File: config.mk
export PLATFORM = sky130hd
export DESIGN_NAME = mpf_vtp_svc_arb
export DESIGN_NICKNAME = d
export VERILOG_FILES = /design/src/rtl/mpf_vtp_svc_arb.sv
export SDC_FILE = /design/constraint.sdc
export NUM_CORES = 1
export LEC_CHECK = 0
export CAP_MARGIN = 20
export CORE_MARGIN = 3
export CORE_UTILIZATION = 56
export DETAILED_ROUTE_END_ITERATION = 10
export HOLD_SLACK_MARGIN = 0.15
export PLACE_DENSITY_LB_ADDON = 0.3
export SYNTH_ARGS = -nofsm -noshare
export SYNTH_HDL_FRONTEND = slang
export SYNTH_SLANG_ARGS = --single-unit
File: constraint.sdc
create_clock -name clk -period 14.9 [get_ports clk]
set_input_delay 1.49 -clock clk [delete_from_list [all_inputs] [get_ports clk]]
set_output_delay 1.49 -clock clk [all_outputs]
set_load 0.01 [all_outputs]
File: src/rtl/mpf_vtp_svc_arb.sv
// mpf_vtp_svc_arb: shares one VTP translation service among N_PORTS shim ports.
// Each port gets a round-robin grant. Its request is retagged with the lowest
// free service tag and held in a single output register. A response is sent
// back to the port that issued it, with the port-local tag put back.
//
// Packed layouts (MSB first):
//   request : {pageVA[VA_W-1:0], isSpeculative, tag[TW-1:0]}
//   response: {pagePA[PA_W-1:0], error, isBigPage, mayCache, tag[TW-1:0]}
// port_req holds port p at bits [p*REQ_W +: REQ_W].
//
// Optional feature macro: MPF_VTP_SVC_ARB_STATS_EN. When it is defined,
// tag_exhausted_cycles is a saturating count of cycles in which a request was
// waiting and no tag was free. When it is undefined, the output is tied to 0.
//
// Handshakes: a beat moves on a rising edge where valid && ready. A source
// holds its payload stable while valid is high and ready is low. Responses
// have no backpressure.
`ifndef MPF_VTP_MAX_SVC_REQS
`define MPF_VTP_MAX_SVC_REQS 32
`endif

module mpf_vtp_svc_arb #(
    parameter int N_PORTS = 2,
    parameter int N_TAGS  = `MPF_VTP_MAX_SVC_REQS,
    parameter int VA_W    = 36,
    parameter int PA_W    = 28,
    localparam int TW     = $clog2(N_TAGS),
    localparam int PW     = (N_PORTS > 1) ? $clog2(N_PORTS) : 1,
    localparam int REQ_W  = VA_W + 1 + TW,
    localparam int RSP_W  = PA_W + 3 + TW
) (
    input  logic                     clk,
    input  logic                     reset,
    input  logic [N_PORTS-1:0]       port_req_valid,
    input  logic [N_PORTS*REQ_W-1:0] port_req,
    output logic [N_PORTS-1:0]       port_req_ready,
    output logic [N_PORTS-1:0]       port_rsp_valid,
    output logic [RSP_W-1:0]         port_rsp,
    output logic                     svc_req_valid,
    output logic [REQ_W-1:0]         svc_req,
    input  logic                     svc_req_ready,
    input  logic                     svc_rsp_valid,
    input  logic [RSP_W-1:0]         svc_rsp,
    output logic [31:0]              tag_exhausted_cycles
);

    logic [N_TAGS-1:0]  free_q, free_d;
    logic [PW-1:0]      tag_port_q [N_TAGS];
    logic [PW-1:0]      tag_port_d [N_TAGS];
    logic [TW-1:0]      tag_local_q [N_TAGS];
    logic [TW-1:0]      tag_local_d [N_TAGS];
    logic [PW-1:0]      rr_q, rr_d;
    logic               svc_req_valid_q, svc_req_valid_d;
    logic [REQ_W-1:0]   svc_req_q, svc_req_d;
    logic [N_PORTS-1:0] port_rsp_valid_q, port_rsp_valid_d;
    logic [RSP_W-1:0]   port_rsp_q, port_rsp_d;

    logic               any_free;
    logic [TW-1:0]      alloc_tag;
    logic               out_open;
    logic               grant_found;
    logic [PW-1:0]      grant_idx;
    logic [PW-1:0]      cand;
    logic [N_PORTS-1:0] grant;
    logic [REQ_W-1:0]   req_sel;
    logic [TW-1:0]      rsp_tag;
    logic               rsp_ok;

    // Pick the lowest-numbered free tag. This reads the registered bitmap, so a
    // tag freed on this edge cannot be handed out until the next cycle.
    always_comb begin
        any_free  = |free_q;
        alloc_tag = '0;
        for (int i = N_TAGS - 1; i >= 0; i--) begin
            if (free_q[i]) alloc_tag = TW'(i);
        end
    end

    // Round-robin grant. It needs a free tag and an output register that is
    // empty or draining this cycle.
    always_comb begin
        grant_found = 1'b0;
        grant_idx   = '0;
        cand        = '0;
        grant       = '0;
        req_sel     = '0;
        out_open    = !svc_req_valid_q || svc_req_ready;
        if (!reset && any_free && out_open) begin
            for (int i = 0; i < N_PORTS; i++) begin
                cand = PW'((int'(rr_q) + i) % N_PORTS);
                if (!grant_found && port_req_valid[cand]) begin
                    grant_found = 1'b1;
                    grant_idx   = cand;
                end
            end
            if (grant_found) grant[grant_idx] = 1'b1;
        end
        for (int i = 0; i < N_PORTS; i++) begin
            if (grant_idx == PW'(i)) req_sel = port_req[i*REQ_W +: REQ_W];
        end
    end

    assign rsp_tag = svc_rsp[TW-1:0];
    assign rsp_ok  = svc_rsp_valid && !free_q[rsp_tag];

    // Next state: allocate and load the output register, route responses and free their tags.
    always_comb begin
        free_d           = free_q;
        tag_port_d       = tag_port_q;
        tag_local_d      = tag_local_q;
        rr_d             = rr_q;
        svc_req_valid_d  = svc_req_valid_q;
        svc_req_d        = svc_req_q;
        port_rsp_valid_d = '0;
        port_rsp_d       = port_rsp_q;
        if (svc_req_valid_q && svc_req_ready) svc_req_valid_d = 1'b0;
        if (grant_found) begin
            free_d[alloc_tag]      = 1'b0;
            tag_port_d[alloc_tag]  = grant_idx;
            tag_local_d[alloc_tag] = req_sel[TW-1:0];
            svc_req_valid_d        = 1'b1;
            svc_req_d              = {req_sel[REQ_W-1:TW], alloc_tag};
            rr_d = (int'(grant_idx) == N_PORTS - 1) ? '0 : grant_idx + 1'b1;
        end
        // The allocated tag was free and the response tag was in use, so they never collide.
        if (rsp_ok) begin
            free_d[rsp_tag]                       = 1'b1;
            port_rsp_valid_d[tag_port_q[rsp_tag]] = 1'b1;
            port_rsp_d = {svc_rsp[RSP_W-1:TW], tag_local_q[rsp_tag]};
        end
    end

    // State registers. Reset frees every tag and drops work in flight.
    always_ff @(posedge clk or posedge reset) begin
        if (reset) begin
            free_q           <= '1;
            rr_q             <= '0;
            svc_req_valid_q  <= 1'b0;
            svc_req_q        <= '0;
            port_rsp_valid_q <= '0;
            port_rsp_q       <= '0;
            for (int i = 0; i < N_TAGS; i++) begin
                tag_port_q[i]  <= '0;
                tag_local_q[i] <= '0;
            end
        end else begin
            free_q           <= free_d;
            rr_q             <= rr_d;
            svc_req_valid_q  <= svc_req_valid_d;
            svc_req_q        <= svc_req_d;
            port_rsp_valid_q <= port_rsp_valid_d;
            port_rsp_q       <= port_rsp_d;
            tag_port_q       <= tag_port_d;
            tag_local_q      <= tag_local_d;
        end
    end

    assign port_req_ready = grant;
    assign svc_req_valid  = svc_req_valid_q;
    assign svc_req        = svc_req_q;
    assign port_rsp_valid = port_rsp_valid_q;
    assign port_rsp       = port_rsp_q;

`ifdef MPF_VTP_SVC_ARB_STATS_EN
    logic [31:0] stall_cnt_q, stall_cnt_d;

    // Count cycles in which a request is waiting and every tag is busy. The count saturates.
    always_comb begin
        stall_cnt_d = stall_cnt_q;
        if ((|port_req_valid) && !any_free && (stall_cnt_q != 32'hFFFF_FFFF))
            stall_cnt_d = stall_cnt_q + 32'd1;
    end

    // Stall counter register
    always_ff @(posedge clk or posedge reset) begin
        if (reset) stall_cnt_q <= '0;
        else       stall_cnt_q <= stall_cnt_d;
    end

    assign tag_exhausted_cycles = stall_cnt_q;
`else
    assign tag_exhausted_cycles = '0;
`endif

`ifndef SYNTHESIS
    // A response for a tag that is already free is stale, for example from
    // before a reset. It is dropped, and this flags it.
    always_ff @(posedge clk) begin
        if (!reset && svc_rsp_valid)
            assert (!free_q[rsp_tag])
            else $error("mpf_vtp_svc_arb: response for free tag %0d dropped", rsp_tag);
    end
`endif

endmodule

==> flow_summary.ini <==
[global_routing]
grtUsageTotal = 0.261
grt_pass1_vias = 10300
grt_pass1_wl_um = 58400
grt-ovfl-total = 0
antenna_found_initial = 0
grt_max_degree = 185

[setup_path]
crit_family = buffers and inverters
cp_common_cell = clkdlybuf4s50_1
critPathArrivalTime_ns = 3.68
crit_buf_inv = 2
crit_chain = clkdlybuf4s50_1 > nor3_1 > nand2b_2 > nor2b_1 > clkdlybuf4s50_1
crit_path_start_kind = input port
cp.depth = 5
crit_path_end_kind = output pin
cpMaxStageDelayCell = nor3_1
required_ns = 13.41
r2r_cells = 7
path_class = input port to output pin
max_stage_delay_ns = 0.79
crit_fanout = 6

[clocking]
cts_sinks = 306
clk_path_buf_depth = 3
ctsHoldBuffers = 0
htreeDepth = 2
root_buffer = clkbuf_16
cts_tree = done
clk_pin_slew_worst_paths_ns = 0.06
cts_resized = 0
worstSkewPairLatency_ns = 0.51
cts_buffers = 34
postCtsSetupBuffers = 0

[outcome]
outcome = finished, final reports clean

[timing]
finClkSkew_ns = 0.0125
rsz0062_at_grt = false
max_freq_mhz = 193
relSlewSlack = 0.225
fin_tns_setup_ns = 0
tightest_slew_ns = 1.16
finalSetupViolCount = 0
finalHoldViolations = 0
slew_violations = 0
worst_slack_ns = 9.73
min_period_ns = 5.17
period_share = 0.347

[synth]
async_reset_ff_frac = 1.00
ys_types = 66
synth.avg_cell_area_um2 = 13.3
ys_warn_count = 0
ys_top_cells_by_area = dfrtp_1 (47%), mux2_2 (16%), mux4_2 (8.5%), dfstp_2 (5.7%), mux2_4 (2.9%)
synth_seq_area_share = 0.525
synth_area_um2 = 14600
ys_ff_latch = 306
yosysMostFrequentCell = dfrtp_1
yosysTopAreaCell = dfrtp_1
netlist.area_leader.share = 0.468
synthTopCellsByCount = dfrtp_1 (274), mux2_2 (202), nand2_1 (70), o21ai_0 (67), mux4_2 (55)
synth_flop_cell = dfrtp_1
synth_edf_count = 0
synthCells = 1101

[floorplan]
die_h_um = 168
pin_count = 241
core_area_um2 = 25500
start_util = 0.575
dieArea_um2 = 28100
rows = 58
die_w_um = 168

[run]
drv_cap = 0

[routing]
drt_iter0_markers = 886
vias = 9976
drt-pass1-iter-count = 5
viasPerCell = 6.09
wire_per_inst_um = 22.6
wl_um = 37000
route.detailed.drc = 0
antenna_left = 0

[power_and_ir_drop]
cellLeakagePower_nw = 7.92
ir_drop_v = 0.000122
powerDensity_nw_per_um2 = 151

[place]
dp_hpwl_um = 24900
place_congestion = 0.975
numPortBuffers = 208
place_ws_ns = 9.60

[finish]
drive_gt1_frac = 0.325
finish.utilization = 0.703
antenna_cells = 0
area_growth_pct = 22.3
num-nets-final = 1409

[min_path]
hp-class = flop to flop
hold_depth = 2
==> report_power, final <==
| part | internal (W) | switching, W | leakage [nW] |
|---|---|---|---|
| clock | 0.000507 | 0.000328 | 0.553 |
| sequential | 0.00102 | 0.000119 | 3.93 |
| combinational | 0.000372 | 0.000364 | 3.44 |
==> flip-flops by register name, summed over array words and instances, names as in the netlist <==
signal	flops
svc_req_valid	1
port_rsp_valid	2
tag_port_q	32
svc_req	42
free_q	32
port_rsp	36
tag_local_q	160
rr_q	1
==> logic make-up after synthesis <==
group,Yosys count,synth area share
AO/OA/AOI/OAI,176,0.0778
buffers and inverters,126,0.0456
flip-flops,306,0.525
multiplexers,294,0.275
other,1,0.000256
AND/OR/NAND/NOR,198,0.0757
==> worst register-to-register path, cell delays in order, from the launching register on <==
cell	delay [ns]
dfstp_2	0.58
nor2_1	0.06
o311ai_0	0.33
a21oi_1	0.22
o21a_1	0.46
nor3_2	0.86
and2_1	0.46
mux2_2	0.39
==> final cells by class <==
type,count,area [µm²]
clock buffers,56,1110
repair buffers,217,2150
inverters,24,97.6
flip-flops and latches,306,7700
well taps,330,413
clock inverters,5,32.5
fillers,1731,7550
multi-input cells,700,6410
==> placed cells by master (no fill, tap or decap), types with 8 or more instances in the layout <==
master,n
a22o_1,14
buf_4,9
clkbuf_1,8
clkbuf_16,37
clkbuf_8,11
clkdlybuf4s50_1,206
conb_1,32
dfrtp_1,274
dfstp_2,32
inv_1,22
mux2_2,202
mux2_4,28
mux4_2,55
nand2_1,70
nor2_1,27
nor2b_1,10
nor3_1,15
nor3_2,8
nor4_1,9
o21ai_0,66
o22ai_1,48
==> through the flow <==
stage / cell area (µm²) / std cells / hold slack [ns] / power (W)
2_1_floorplan: 14800 / 1132 / 0.459 / 0.00159
3_3_place_gp: 16800 / 1577 / 0.462 / 0.00186
3_5_place_dp: 16800 / 1577 / 0.471 / 0.00188
4_1_cts: 17900 / 1638 / 0.483 / 0.00272
5_1_grt: 17900 / 1638 / 0.504 / 0.00283
6_report: 17900 / 1638 / 0.476 / 0.00271
==> metal layers <==
metal  GRT usage  wire length (µm)  vias up
met3      0.0562              2790       98
met4      0.0921              1370        0
met2       0.402             17200      439
met1       0.373             15700     5055
met5           0                 0        -
li1            -                 -     4384
==> worst paths after layout <==
| check | from | to | slack [ns] |
|---|---|---|---|
| worst max-delay path | reset | port_req_ready[0] | 9.73 |
| worst min-delay path | svc_req[30]$_DFFE_PP0P_ | svc_req[30]$_DFFE_PP0P_ | 0.48 |
| worst max register to register | free_q[31]$_DFF_PP1_ | tag_local_q[101]$_DFFE_PP0P_ | 11.40 |
| worst min register to register | svc_req[30]$_DFFE_PP0P_ | svc_req[30]$_DFFE_PP0P_ | 0.48 |
| max in group asynchronous | reset | tag_local_q[4]$_DFFE_PP0P_ | 11.70 |
| min in group asynchronous | reset | svc_req[1]$_DFFE_PP0P_ | 1.73 |
No activity file was read; power rests on OpenSTA's default activity.
